### src/rtl/sram_sample_pkg.sv
// Shared types and default timing for the SRAM power-cycle sampler.
// Holds the FSM state enum, default cycle counts and small helpers.
package sram_sample_pkg;

  typedef enum logic [2:0] {
    ST_IDLE    = 3'd0,
    ST_PWR_OFF = 3'd1,
    ST_SETTLE  = 3'd2,
    ST_RD_REQ  = 3'd3,
    ST_RD_WAIT = 3'd4,
    ST_EMIT    = 3'd5,
    ST_NEXT    = 3'd6,
    ST_DONE    = 3'd7
  } state_e;

  localparam int DEF_OFF_CYCLES    = 5_000_000;
  localparam int DEF_SETTLE_CYCLES = 50_000;
  localparam int DEF_NUM_RUNS      = 8;

  function automatic int max2(input int a, input int b);
    return (a > b) ? a : b;
  endfunction

  function automatic logic pwr_on(input state_e s);
    return s inside {ST_SETTLE, ST_RD_REQ, ST_RD_WAIT,
                     ST_EMIT, ST_NEXT};
  endfunction

endpackage

### src/rtl/sample_timer.sv
// Loadable down-counter timing the power-off and settle phases.
// Ports: clk, rst_n, i_load/i_val (load), o_zero (count is zero).
module sample_timer #(
  parameter int W = 8
) (
  input  logic         clk,
  input  logic         rst_n,
  input  logic         i_load,
  input  logic [W-1:0] i_val,
  output logic         o_zero
);

  logic [W-1:0] r_cnt;

  always_ff @(posedge clk or negedge rst_n) begin
    if (!rst_n) begin
      r_cnt <= '0;
    end else if (i_load) begin
      r_cnt <= i_val;
    end else if (r_cnt != '0) begin
      r_cnt <= r_cnt - W'(1);
    end
  end

  assign o_zero = (r_cnt == '0);

endmodule

### src/rtl/sram_sample_sched.sv
// Power-cycles an SRAM, reads every word and streams it out, per run.
// Ports: clock/reset, start/stop, pwr enable, read port, sample stream, status.
module sram_sample_sched
  import sram_sample_pkg::*;
#(
  parameter int ADDR_W        = 16,
  parameter int DATA_W        = 16,
  parameter int OFF_CYCLES    = DEF_OFF_CYCLES,
  parameter int SETTLE_CYCLES = DEF_SETTLE_CYCLES,
  parameter int NUM_RUNS      = DEF_NUM_RUNS
) (
  input  logic              MAX10_CLK1_50,
  input  logic              RST_N,
  input  logic              start,
  input  logic              stop,
  output logic              sram_pwr_en,
  output logic              rd_req,
  output logic [ADDR_W-1:0] rd_addr,
  input  logic              rd_ack,
  input  logic [DATA_W-1:0] rd_data,
  output logic              out_valid,
  input  logic              out_ready,
  output logic [DATA_W-1:0] out_data,
  output logic              out_last,
  output logic              busy,
  output logic [7:0]        run_idx,
  output logic              LEDR0
);

  localparam int TW =
    $clog2(max2(OFF_CYCLES, SETTLE_CYCLES)) + 1;
  localparam logic [TW-1:0] OFF_LD = TW'(OFF_CYCLES - 1);
  localparam logic [TW-1:0] SET_LD = TW'(SETTLE_CYCLES - 1);

  state_e        r_state;
  state_e        w_next;
  logic          r_stop_pend;
  logic          w_stop;
  logic          w_xfer;
  logic          w_last_addr;
  logic          w_last_run;
  logic          w_tmr_load;
  logic [TW-1:0] w_tmr_val;
  logic          w_tmr_zero;

  // stop seen in RD_WAIT/EMIT is held until the
  // pending read or handshake completes
  assign w_stop      = stop | r_stop_pend;
  assign w_xfer      = (r_state == ST_EMIT) & out_valid
                       & out_ready;
  assign w_last_addr = (rd_addr == '1);
  assign w_last_run  = (NUM_RUNS != 0) &&
                       ((int'(run_idx) + 1) == NUM_RUNS);

  sample_timer #(
    .W(TW)
  ) u_timer (
    .clk   (MAX10_CLK1_50),
    .rst_n (RST_N),
    .i_load(w_tmr_load),
    .i_val (w_tmr_val),
    .o_zero(w_tmr_zero)
  );

  always_comb begin
    w_next     = r_state;
    w_tmr_load = 1'b0;
    w_tmr_val  = OFF_LD;
    unique case (r_state)
      ST_IDLE: begin
        if (start && !stop) begin
          w_next     = ST_PWR_OFF;
          w_tmr_load = 1'b1;
        end
      end
      ST_PWR_OFF: begin
        if (stop) begin
          w_next = ST_DONE;
        end else if (w_tmr_zero) begin
          w_next     = ST_SETTLE;
          w_tmr_load = 1'b1;
          w_tmr_val  = SET_LD;
        end
      end
      ST_SETTLE: begin
        if (stop)            w_next = ST_DONE;
        else if (w_tmr_zero) w_next = ST_RD_REQ;
      end
      ST_RD_REQ: begin
        if (stop)        w_next = ST_DONE;
        else if (rd_ack) w_next = ST_EMIT;
        else             w_next = ST_RD_WAIT;
      end
      ST_RD_WAIT: begin
        if (rd_ack) begin
          w_next = w_stop ? ST_DONE : ST_EMIT;
        end
      end
      ST_EMIT: begin
        if (w_xfer) begin
          if (w_stop)           w_next = ST_DONE;
          else if (w_last_addr) w_next = ST_NEXT;
          else                  w_next = ST_RD_REQ;
        end
      end
      ST_NEXT: begin
        if (stop || w_last_run) begin
          w_next = ST_DONE;
        end else begin
          w_next     = ST_PWR_OFF;
          w_tmr_load = 1'b1;
        end
      end
      ST_DONE: w_next = ST_IDLE;
      default: w_next = ST_IDLE;
    endcase
  end

  // outputs are registered from the next state so
  // the GPIO and handshake lines never glitch
  always_ff @(posedge MAX10_CLK1_50 or negedge RST_N) begin
    if (!RST_N) begin
      r_state     <= ST_IDLE;
      r_stop_pend <= 1'b0;
      sram_pwr_en <= 1'b0;
      rd_req      <= 1'b0;
      rd_addr     <= '0;
      out_valid   <= 1'b0;
      out_data    <= '0;
      out_last    <= 1'b0;
      busy        <= 1'b0;
      run_idx     <= '0;
      LEDR0       <= 1'b0;
    end else begin
      r_state     <= w_next;
      r_stop_pend <= (r_state != ST_IDLE) && w_stop;
      sram_pwr_en <= pwr_on(w_next);
      rd_req      <= (w_next == ST_RD_REQ) ||
                     (w_next == ST_RD_WAIT);
      busy        <= (w_next != ST_IDLE) &&
                     (w_next != ST_DONE);
      out_valid   <= (w_next == ST_EMIT);
      out_last    <= (w_next == ST_EMIT) && w_last_addr;
      if (w_next == ST_EMIT && r_state != ST_EMIT) begin
        out_data <= rd_data;
      end
      if (r_state == ST_SETTLE && w_next == ST_RD_REQ) begin
        rd_addr <= '0;
      end else if (w_xfer && w_next == ST_RD_REQ) begin
        rd_addr <= rd_addr + ADDR_W'(1);
      end
      if (r_state == ST_IDLE && w_next == ST_PWR_OFF) begin
        run_idx <= '0;
      end else if (r_state == ST_NEXT) begin
        run_idx <= run_idx + 8'd1;
      end
      if (r_state == ST_NEXT) begin
        LEDR0 <= ~LEDR0;
      end
    end
  end

endmodule

### config.mk
export PLATFORM = sky130hd
export DESIGN_NAME = sram_sample_sched
export DESIGN_NICKNAME = d
export VERILOG_FILES = /design/src/rtl/sram_sample_pkg.sv /design/src/rtl/sample_timer.sv /design/src/rtl/sram_sample_sched.sv
export SDC_FILE = /design/constraint.sdc
export NUM_CORES = 1
export LEC_CHECK = 0
export ABC_AREA = 1
export ABC_CLOCK_PERIOD_IN_PS = 2100
export CORE_MARGIN = 5
export CORE_UTILIZATION = 55
export DETAILED_ROUTE_END_ITERATION = 8
export DONT_BUFFER_PORTS = 1
export PLACE_DENSITY = 0.74
export SYNTH_ARGS = -nofsm -noshare
export SYNTH_HDL_FRONTEND = slang
export SYNTH_SLANG_ARGS = --single-unit
export TNS_END_PERCENT = 1
### constraint.sdc
create_clock -name MAX10_CLK1_50 -period 2.1 [get_ports MAX10_CLK1_50]
set_input_delay 0.42 -clock MAX10_CLK1_50 [delete_from_list [all_inputs] [get_ports MAX10_CLK1_50]]
set_output_delay 0.42 -clock MAX10_CLK1_50 [all_outputs]
set_load 0.005 [all_outputs]
==> Word level (Yosys, flattened, before mapping) <==
Index checks and enable logic that the tools add are counted.
{ "word_totals": {"regBits": 74, "inputBits": 22, "output_inout_bits": 46, "wordCells": 85} }
{ "classes": {"add_sub_neg": 4, "eq_ne": 17, "muxes": 28, "bitwise_logic": 4, "n_reduce_logical": 20} }
{ "op_table": {"columns": ["op", "n"], "rows": [
  ["23-bit 2-to-1 mux", 3],
  ["24-bit 2-to-1 mux", 2],
  ["16-bit 2-to-1 mux", 2],
  ["3-bit 2-to-1 mux", 10],
  ["24-bit zero test", 1],
  ["3-bit case mux with 8 select lines", 1],
  ["24-bit nonzero test", 1],
  ["24-bit by 1-bit subtractor with 24-bit output, second input constant", 1],
  ["3-bit == test, second input constant", 7],
  ["16-bit by 1-bit adder with 16-bit output, second input constant", 1],
  ["16-bit == test, second input constant", 1],
  ["8-bit 2-to-1 mux", 2],
  ["3-bit by 2-bit == test with 1-bit output, second input constant", 4],
  ["8-bit by 1-bit adder with 9-bit output, second input constant", 1],
  ["9-bit by 4-bit == test with 1-bit output, second input constant", 1],
  ["8-bit by 1-bit adder with 8-bit output, second input constant", 1],
  ["1-bit logical AND", 8],
  ["3-bit by 1-bit == test with 1-bit output, second input constant", 2],
  ["3-bit != test, second input constant", 2],
  ["2-bit nonzero test", 3],
  ["3-bit nonzero test", 2],
  ["1-bit 2-to-1 mux", 5],
  ["5-bit nonzero test", 1],
  ["2-bit 2-to-1 mux", 2],
  ["other kinds (7)", 9]
]} }

==> Longest topological paths before layout <==
{ "logic_depth": {"ltp_word": 9, "depth_mapped": 15, "ltp_nobuf": 14} }

==> By module <==
A second synthesis with hierarchy kept.
{ "hier_totals": {"cells_unflattened": 596, "hier_area_um2": 4551.9} }
{ "modules_own_cells": {"columns": ["module", "instances", "cells_per_inst", "area_each_um2", "seq_area_each_um2"], "rows": [
  ["sram_sample_sched", 1, 342, 2932.8, 1251.2],
  ["sample_timer", 1, 254, 1619.1, 600.6]
]} }

==> Worst setup path before layout <==
Ideal clock, no wire load.
{ "synth_timing": {"path_type": "register to register", "start": "register u_timer.r_cnt[0]", "end": "register out_data[10]", "setup_ns": 0.116, "t_arrival_ns": 1.843, "t_required_ns": 1.984, "slack_ns": 0.141, "path_stages_with_launch": 14, "n_path_buf": 1, "synth_period_minus_slack_ns": 1.959, "cell_sequence": "dfrtp_1 -> inv_1 -> ha_1 -> nand2_2 -> nor2_4 -> nand3_4 -> nand3_1 -> a21oi_4 -> nand2_8 -> nor2_8 -> nand3_4 -> buf_12 -> nand2_2 -> nand2_2"} }
{ "synth_between": {"elab_chain_cells": 6, "elab_cells_between_ends": 8, "cone_classes": "1 x eq/ne; 5 x mux; 2 x reduce/logical"} }
{ "synth_rtl": {"columns": ["element", "line_no", "rtl"], "rows": [
  ["from (decl)", "sample_timer.sv:13", "logic [W-1:0] r_cnt;"],
  ["from (signal assigned)", "sample_timer.sv:19", "r_cnt <= i_val;"],
  ["from (signal assigned)", "sample_timer.sv:21", "r_cnt <= r_cnt - W'(1);"],
  ["24-bit zero test *", "sample_timer.sv:25", "assign o_zero = (r_cnt == '0);"],
  ["3-bit 2-to-1 mux, on equally long branches", "sram_sample_sched.sv:87, sram_sample_sched.sv:79", null],
  ["3-bit 2-to-1 mux, on equally long branches", "sram_sample_sched.sv:86, sram_sample_sched.sv:77", null],
  ["3-bit case mux with 8 select lines *", "sram_sample_sched.sv:69", "unique case (r_state)"],
  ["named net w_next[1]", "sram_sample_sched.sv:36", "state_e w_next;"],
  ["3-bit == test *", "sram_sample_sched.sv:144", "if (w_next == ST_EMIT && r_state != ST_EMIT) begin"],
  ["1-bit logical AND *", "sram_sample_sched.sv:144", null],
  ["to (signal assigned)", "sram_sample_sched.sv:145", "out_data <= rd_data;"],
  ["to (decl)", "sram_sample_sched.sv:23", "output logic [DATA_W-1:0] out_data,"]
]} }
Mark *: on every way through the listed nets, which the timed path passes. The rest lies on a longest branch.
A chain may end at the register's enable or synchronous reset.

==> Worst setup path in the final report <==
{ "layout_timing": {"start": "register u_timer.r_cnt[1]", "end": "register out_data[13]"} }
{ "layout_between": {"elab_chain_cells": 6, "elab_cells_between_ends": 8, "cone_classes": "1 x eq/ne; 5 x mux; 2 x reduce/logical"} }
{ "layout_rtl": {"columns": ["element", "line_no"], "rows": [
  ["24-bit zero test *", "sample_timer.sv:25"],
  ["3-bit 2-to-1 mux, on equally long branches", "sram_sample_sched.sv:87, sram_sample_sched.sv:79"],
  ["3-bit 2-to-1 mux, on equally long branches", "sram_sample_sched.sv:86, sram_sample_sched.sv:77"],
  ["3-bit case mux with 8 select lines *", "sram_sample_sched.sv:69"],
  ["3-bit == test *", "sram_sample_sched.sv:144"],
  ["1-bit logical AND *", "sram_sample_sched.sv:144"]
]} }
Mark *: on every way between the ends. The rest lies on a longest branch, timed or not.

==> results by group <==
Global routing
  – Global route total overflow: 0
  – First-pass GRT wire length: between 15000 and 20000 µm
  – Tot GR Track Use: about a fifth
  – Antenna violations before repair: 0
  – Vias in the first global route: ~3.4k
  – Largest net degree at the start of global routing: 75

Clocking
  – CTS tree: built
  – Reg clk slew, reported paths: approximately 0.09 ns
  – H-tree depth: 3
  – Num CTS Buffers: 9
  – Worst-Skew Late Latency: 0.35 ns
  – CTS Sinks: between 70 and 80
  – Clock buffer depth: 2
  – CTS root buf: clkbuf_8

Die
  – Initial Util: a little under three fifths
  – Site Rows: 32
  – Die Ht: 97.99 µm
  – Die Area: 9601 µm²
  – IO Count: approximately 70
  – Die width: between 90 and 100 µm
  – Core Region: 7647 µm²

Synth
  – Main synth FF type: dfrtp_1
  – Number of flops mapped to enable cells by yosys: 0
  – Top area cells in the synthesized netlist: dfrtp_1 (43%), nand2_1 (7.8%), xor2_1 (4.9%)
  – Yosys Warn Count: 0
  – Mapped Area: between 4000 and 5000 µm²
  – Syn Nets: between 500 and 600
  – Syn Area/Cell: about 8.6 µm²
  – Distinct cells, synth: between 40 and 50
  – Area leader, netlist: dfrtp_1
  – Share of the synthesized area in the top cell type: between 40 and 50%
  – Post-synth ARST share: 100.0%
  – Commonest cells in the netlist: nand2_1 (88), dfrtp_1 (74), nor2_1 (52)
  – #FFs+latches synth: 74
  – Sequential fraction of the synthesis area: 43.49%
  – Cells after Synth: roughly 500
  – Top-count cell post-synth: nand2_1

Setup path
  – CP Max Fanout: 10
  – Critical path launch point: u_timer.r_cnt[1]
  – Crit end category: register
  – Critical path type: reg -> reg
  – WP data required: between 2 and 2.5 ns
  – Crit path DAT: ~2.3 ns
  – Startpoint Class: register
  – Reg2reg start: u_timer.r_cnt[1]

Detailed routing
  – Number of DRC markers in iteration 0: 143
  – Met2 wire length: roughly 4700 µm
  – Drt wl/cell: ~15 µm
  – Routed Antenna Nets: 0
  – DR WL met3: 759 µm
  – Metal1 wirelength: approximately 4100 µm
  – DR top layer: met4
  – Via Count: around 3.5k
  – Via-to-Cell Ratio: ~5.4
  – DR DRC count: 0
  – DR pass1 iterations: 4
  – DRT Wirelength: around 10000 µm

STA
  – Setup TNS: 0 ns
  – Final setup viols: 0
  – RSZ-0062 raised after global routing: true
  – Final Skew: between 0.015 and 0.02 ns
  – Min cycle time layout: between 2 and 2.5 ns
  – Slew HR: around two thirds
  – Worst hold slack: -0.2443 ns
  – Worst Tran Pin Value: 0.5180 ns
  – Fmax: roughly 480 MHz
  – Fin crit share: 99.33%
  – Final Hold Viols: 74
  – Slew Viols, Final: 0
  – Post-route setup slack: roughly 0.014 ns

Power and ir drop
  – Lkg Pwr: roughly 2.3 nW
  – Power, Total: between 6 and 7 mW
  – Pwr Density: between 1000 and 1500 nW/µm²
  – Comb pwr share: 49.5%
  – Internal: approximately 3.8 mW
  – Max VDD drop: between 0.6 and 0.7 mV
  – Switching Share: 43.75%
  – Clock power frac: between 10% and 20%
  – Register share of total power: ~34%
  – Psw: between 2 and 3 mW

Final layout
  – Fillcell total: 620
  – Core Util, Final: 65.31%
  – Ant. Diodes: 0
  – Final Net Count: approximately 570
  – Final Non-Filler Cells: between 600 and 700
  – Share of cells above drive strength 1: between 20% and 30%
  – Design area: roughly 5000 µm²
  – Area grow syn2layout: 17.31%

Status
  – Violated checks: negative hold slack
  – Outcome: finished, violations left

Placement
  – DP Cell Count: 617
  – Port Buffers: 0
  – Post-place setup slack: between 0.02 and 0.025 ns
  – Dpl hpwl: about 6900 µm
  – Final GP Congestion: a little under 0.9
  – Cell Area, Placed: ~4500 µm²

Run
  – Max-cap violation count: 0

Hold path
  – Hold crit path type: in -> async
[power groups by stage]
stage / sequential (mW) / clock [mW] / combinational, mW
6_report: 2.35 / 1.10 / 3.38
4_1_cts: 2.33 / 1.11 / 2.87
3_5_place_dp: 2.35 / 0 / 2.84
2_1_floorplan: 2.22 / 0 / 2.42
5_1_grt: 2.41 / 1.19 / 3.73
3_3_place_gp: 2.34 / 0 / 2.76
[state kept, by name, indices dropped and copies added, names as in the netlist]
signal,cells
LEDR0,1
busy,1
out_data,16
out_last,1
out_valid,1
r_state,3
r_stop_pend,1
rd_addr,16
rd_req,1
run_idx,8
sram_pwr_en,1
u_timer.r_cnt,24
[layout by cell type (no fill, tap or decap), types with 3 or more instances in the layout]
master and count:
a21oi_1 18, a31oi_1 4, buf_4 45, clkbuf_8 9
clkinv_2 4, dfrtp_1 71, dfrtp_2 3, inv_1 35
nand2_1 81, nand2_2 38, nand2_4 3, nand3_1 26
nand3_2 5, nand3_4 4, nand4_1 21, nor2_1 48
nor2_2 11, nor2_4 9, nor3_1 15, nor3_2 3
nor4_1 6, o21ai_0 15, o21ai_1 4, xnor2_1 13
xor2_1 24
[worst paths after layout]
path	to	slack, ns	depth (start not counted)
min	out_data[15]	-0.24	0
max	out_data[13]	0.01	12
min in group MAX10_CLK1_50	out_data[4]	0.20	2
max reg2reg	out_data[13]	0.01	12
min reg2reg	LEDR0	0.51	1
max in group asynchronous	run_idx[2]	2.23	0
[routing by layer]
metal	vias to the layer above	track usage (%)
li1	1724	-
met1	1666	25.85
met2	100	32.36
met3	12	5.857
met4	0	6.816
met5	-	0
[cells by family after synthesis]
logic type,Yosys count,share of synthesized area (%)
flops,74,43.49
compound gates,47,6.142
simple gates,277,34.76
xor+xnor,38,7.817
fa+ha+maj,3,0.8817
buf+inv,56,6.905
[repair_timing]
action | 4_1_cts | 5_1_grt
gates cloned | 0 | 2
gates resized for setup | 1 | 37
pin swaps | 0 | 12
buffers inserted | 2 | 13
setup endpoints to repair | 1 | 53
endpoints found under the hold margin | 74 | 74
[cell type report]
class / count / area [µm²] / area share [%]
Multi-Input combinational cell: 366 / 2236 / 44.76
Tap cell: 102 / 127.6 / 2.555
Inverter: 41 / 161.4 / 3.231
Timing Repair inverter: 1 / 5.005 / 0.1002
Clock buffer: 9 / 123.9 / 2.480
Timing Repair Buffer: 50 / 415.4 / 8.317
Sequential cell: 74 / 1856 / 37.15
Clock inverter: 7 / 70.07 / 1.403
[critical path, stage by stage (launching register included)]
cell and delay [ns]:
dfrtp_1 0.42, inv_2 0.08, ha_4 0.14, nand2_2 0.08
nor2_4 0.17, nand4_1 0.20, nand2_2 0.14, nand2_4 0.07
nor3_4 0.30, nor2_8 0.08, buf_6 0.15, nand4_1 0.09
nand2_2 0.06
(Power assumes the default switching activity.)
